[config.mk]
export PLATFORM = sky130hd
export DESIGN_NAME = bcd_sub_serial
export DESIGN_NICKNAME = d
export VERILOG_FILES = /design/src/rtl/bcd_sub_serial.sv
export SDC_FILE = /design/constraint.sdc
export NUM_CORES = 1
export LEC_CHECK = 0
export CORE_MARGIN = 2
export CORE_UTILIZATION = 55
export CTS_BUF_LIST = sky130_fd_sc_hd__clkbuf_4
export DETAILED_ROUTE_END_ITERATION = 10
export DONT_BUFFER_PORTS = 1
export PLACE_DENSITY = 0.8
export SETUP_SLACK_MARGIN = 0.05
export SLEW_MARGIN = 10
export SYNTH_ARGS = -nofsm -noshare
export SYNTH_HDL_FRONTEND = slang
export SYNTH_SLANG_ARGS = --single-unit
[constraint.sdc]
create_clock -name clk -period 9.7 [get_ports clk]
set_input_delay 2.425 -clock clk [delete_from_list [all_inputs] [get_ports clk]]
set_output_delay 2.425 -clock clk [all_outputs]
set_load 0.02 [all_outputs]
[src/rtl/bcd_sub_serial.sv]
// Digit-serial BCD subtractor: |a - b| one decimal digit per clock, LSD first,
// with a separate sign flag and a non-BCD input flag. Start/done handshake.
module bcd_sub_serial #(
  parameter int DIGITS = 4
) (
  input  logic                clk,
  input  logic                rst_n,
  input  logic                start,
  input  logic [4*DIGITS-1:0] a,
  input  logic [4*DIGITS-1:0] b,
  output logic [4*DIGITS-1:0] diff,
  output logic                neg,
  output logic                err,
  output logic                busy,
  output logic                done
);

  localparam int IW = (DIGITS > 1) ? $clog2(DIGITS) : 1;
  localparam logic [IW-1:0] LAST_IDX = IW'(DIGITS - 1);

  typedef enum logic [1:0] {
    IDLE,
    SUB,
    NEG,
    DONE
  } state_t;

  state_t r_state;
  state_t w_nextState;

  logic [4*DIGITS-1:0] r_a;
  logic [4*DIGITS-1:0] r_b;
  logic [4*DIGITS-1:0] r_diff;
  logic                r_neg;
  logic                r_err;
  logic                r_borrow;
  logic [IW-1:0]       r_idx;

  logic                w_inErr;
  logic                w_lastDigit;
  logic [3:0]          w_minDig;
  logic [3:0]          w_subDig;
  logic [4:0]          w_t;
  logic                w_borrowOut;
  logic [3:0]          w_resDig;

  always_comb begin
    w_inErr = 1'b0;
    for (int i = 0; i < DIGITS; i++) begin
      if (a[4*i +: 4] > 4'd9 || b[4*i +: 4] > 4'd9) begin
        w_inErr = 1'b1;
      end
    end
  end

  // One digit slice shared by both passes: SUB does a_i - b_i, NEG does 0 - r_i.
  always_comb begin
    w_lastDigit = (r_idx == LAST_IDX);
    w_minDig    = (r_state == SUB) ? r_a[r_idx*4 +: 4] : 4'd0;
    w_subDig    = (r_state == SUB) ? r_b[r_idx*4 +: 4] : r_diff[r_idx*4 +: 4];
    w_t         = {1'b0, w_minDig} - {1'b0, w_subDig} - {4'd0, r_borrow};
    w_borrowOut = w_t[4];
    w_resDig    = w_borrowOut ? (w_t[3:0] + 4'd10) : w_t[3:0];
  end

  always_ff @(posedge clk) begin
    if (!rst_n) begin
      r_state <= IDLE;
    end else begin
      r_state <= w_nextState;
    end
  end

  always_comb begin
    w_nextState = r_state;
    busy        = 1'b0;
    done        = 1'b0;
    case (r_state)
      IDLE: begin
        if (start) begin
          w_nextState = w_inErr ? DONE : SUB;
        end
      end
      SUB: begin
        busy = 1'b1;
        if (w_lastDigit) begin
          w_nextState = w_borrowOut ? NEG : DONE;
        end
      end
      NEG: begin
        busy = 1'b1;
        if (w_lastDigit) begin
          w_nextState = DONE;
        end
      end
      DONE: begin
        done        = 1'b1;
        w_nextState = IDLE;
      end
      default: begin
        w_nextState = IDLE;
      end
    endcase
  end

  always_ff @(posedge clk) begin
    if (!rst_n) begin
      r_a      <= '0;
      r_b      <= '0;
      r_diff   <= '0;
      r_neg    <= 1'b0;
      r_err    <= 1'b0;
      r_borrow <= 1'b0;
      r_idx    <= '0;
    end else begin
      case (r_state)
        IDLE: begin
          if (start) begin
            r_a      <= a;
            r_b      <= b;
            r_diff   <= '0;
            r_neg    <= 1'b0;
            r_err    <= w_inErr;
            r_borrow <= 1'b0;
            r_idx    <= '0;
          end
        end
        SUB, NEG: begin
          r_diff[r_idx*4 +: 4] <= w_resDig;
          if (w_lastDigit) begin
            r_idx    <= '0;
            r_borrow <= 1'b0;
            if (r_state == NEG) begin
              r_neg <= 1'b1;
            end
          end else begin
            r_idx    <= r_idx + 1'b1;
            r_borrow <= w_borrowOut;
          end
        end
        default: begin
        end
      endcase
    end
  end

  assign diff = r_diff;
  assign neg  = r_neg;
  assign err  = r_err;

endmodule

==> results.md <==
* Slew Viols, Final at 0
* CP Launch Type: register
* Final critical-path required period at 4.10 ns
* YS warnings at 0
* Cell taking the most area after synthesis: dfxtp_1
* CP Data Required Time at 9.96 ns
* Tightest Pin Transition at 1.11 ns
* Compound-Gate Fraction of Synth Area at 18.6%
* Outcome: finished clean
* Pwr Density at 295 nW/µm²
* FF-to-FF setup slack at 5.60 ns
* Antenna-violating nets left at 0
* Starting Density at 56.7%
* Die height at 76.4 µm
* Final instance area at 2950 µm²
* Total grt overflow at 0
* Die area at 5830 µm²
* Seq/Total Area, Yosys at 38.2%
* Io pins at 55
* Clock share of power at 11.5%
* Synth cell count leaders: 84 x nand2_1, 55 x dfxtp_1, 32 x a21boi_0
* Setup repair bufs after CTS at 0
* Largest cells by area after synthesis: dfxtp_1 38%, nand2_1 11%, a21boi_0 8.3%
* Number of port buffers at 0
* HP Class: register to register
* Post-synth EDFFs at 0
* Clock Tree Root: clkbuf_4
* RSZ-0062 raised after global routing: no
* Pint at 0.470 mW
* # DRC at 0
* Nets at 366
* Main synth FF type: dfxtp_1
* Hold Buf Count CTS at 0
* Logic pwr share at 51.8%
* Worst EP arrival at 4.37 ns
* FFs w/ async S/R, synth at 0%
* Mux share of post-synthesis cell area at 10.7%
* Max Fclk at 244 MHz
* Skew-Pair Late Insertion Delay at 0.37 ns
* Largest net degree at the start of global routing at 57
* Starting DRT DRC Count at 200
* Simple-gate share of the synthesized area at 19.9%
* Gp weighted congestion at 0.943
* Syn Std Cell Area at 2880 µm²
* CP Capture Type: register
* First-pass GRT wire length at 10.8 mm
* Via/cell ratio at 5.90
* Num CTS Buffers at 5
* CTS H-tree lvls at 2
* Routed WL at 6.41 mm
* Core footprint at 5070 µm²
* Syn Inst Count at 327
* Gr usage total at 22.9%
* VDD IR max at 0.121 mV
* Synth Net Count at 377
* Clk slew on worst S/H paths at 0.15 ns
* Drt pass-1 iters at 4
* Xor-xnor portion of the synthesized cell area at 1.22%
* CTS Buffer Depth at 2
* Main combinational cell family by area after synthesis: simple AND/OR/NAND/NOR gates
* Net Switching at 0.401 mW
* #FFs+latches synth at 55
* Relative slew slack at 26.3%
* Final core occ at 58.1%
* Synth cell types at 40
* Wire length per cell at 16.6 µm
* Max Cap Viol at 0
* Mapped Avg Cell Area at 8.80 µm²
* Sw Ratio at 46.0%
* Clk sinks at 55
* Num rows at 26
* Area Overhead vs Synth at 2.43%
* Initial antenna violation count at 0
* Placed Area at 2890 µm²
* Fin crit share at 42.3%
* Top-count cell post-synth: nand2_1
* Layout cells sized above 1 at 5.68%
* Lkg Pwr at 1.09 nW
* Total power at 0.870 mW
* Clock Skew at 0.00397 ns
* Worst Path Max Fanout at 19
* TNS Setup at 0 ns
* Endpoints failing hold at 0
* DR vias at 2285
* Die X at 76.4 µm
* Post-synthesis adder-cell area fraction at 7.04%
* Number of global-route vias before repair at 2249
* Hpwl dp at 4.83 mm
* WS Path Type: register to register
* Post-CTS Resized at 0
* Flop pwr share at 36.7%
* Ant diodes at 0
* Fillers at 473
* Yosys top cell area share at 38.2%
* CTS tree: done
* Final setup vio count at 0
stage by stage:
step,instances,setup slack (ns),hold slack (ns)
CTS,387,5.61,0.476
global route,387,5.41,0.494
detailed placement,379,5.59,0.456
finish,387,5.60,0.472
floorplan,327,6.08,0.439
global placement,379,5.78,0.448
final cells by class:
type | count | area (µm²) | share of cell area [%]
timing repair buffer | 1 | 7.51 | 0.255
clock buffer | 6 | 45.0 | 1.53
multi-input combinational | 242 | 1650 | 56.1
tap | 70 | 87.6 | 2.97
sequential | 55 | 1100 | 37.3
inverter | 11 | 41.3 | 1.40
clock inverter | 2 | 12.5 | 0.424
path summary, 6_finish.rpt:
kind	from	endpoint	depth (start not counted)
worst max-delay path	r_idx[0]$_SDFFE_PN0P_	diff[3]$_SDFFE_PN0P_	12
worst min-delay path	r_a[2]$_SDFFE_PN0P_	r_a[2]$_SDFFE_PN0P_	2
worst max register to register	r_idx[0]$_SDFFE_PN0P_	diff[3]$_SDFFE_PN0P_	12
worst min register to register	r_a[2]$_SDFFE_PN0P_	r_a[2]$_SDFFE_PN0P_	2
per-layer routing:
metal	track usage (%)	share of wire, %
met1	30.2	44
met2	36.4	46
met3	4.74	6.4
met4	10.4	3.3
met5	0	0
power by group through the flow:
stage                     Clock [mW]  Sequential (mW)  Combinational [mW]
after floorplan                    0            0.300               0.379
after global placement             0            0.322               0.435
after detailed placement           0            0.324               0.448
after CTS                      0.104            0.319               0.449
after global routing           0.111            0.325               0.506
final                          0.100            0.319               0.451
cells in the final DEF, fill, tap and decap left out, types with 2 or more instances in the layout:
cell       n
nor2b_1    6
nor3_1     2
and4_1     2
o21ai_1    5
a22oi_1    4
mux4_2     7
xor2_1     3
and2_1     3
fa_1       2
nand2b_1   2
o21a_1     3
a21boi_0  32
nand2_1   84
dfxtp_1   55
o21ai_0   25
nand3_1   12
nor2_1     6
clkbuf_4   6
a21oi_1    7
a21o_1     2
nand4_1    2
ha_1      13
mux2i_1    2
inv_1     11
mux4_1     5
flip-flops by register name (all words and copies together), names as in the netlist:
| name | flops |
|---|---|
| diff | 16 |
| err | 1 |
| neg | 1 |
| r_a | 16 |
| r_b | 16 |
| r_borrow | 1 |
| r_idx | 2 |
| r_state | 2 |
kinds of logic after synthesis:
logic type | Yosys count
muxes | 14
buffers and inverters | 30
DFF | 55
adders and majority gates | 15
xor gates and xnor gates | 4
AOI/OAI and AO/OA | 82
and+or+nand+nor | 127
critical path: stages (launching register included):
cell,delay (ns)
dfxtp_1,0.95
mux4_1,0.64
nand2_1,0.08
nand2_1,0.08
fa_1,0.41
inv_1,0.11
fa_1,0.46
ha_1,0.23
or3_1,0.31
a21oi_1,0.18
a221oi_2,0.05
xor2_1,0.37
o21ai_1,0.12
No activity file was read; power rests on OpenSTA's default activity.
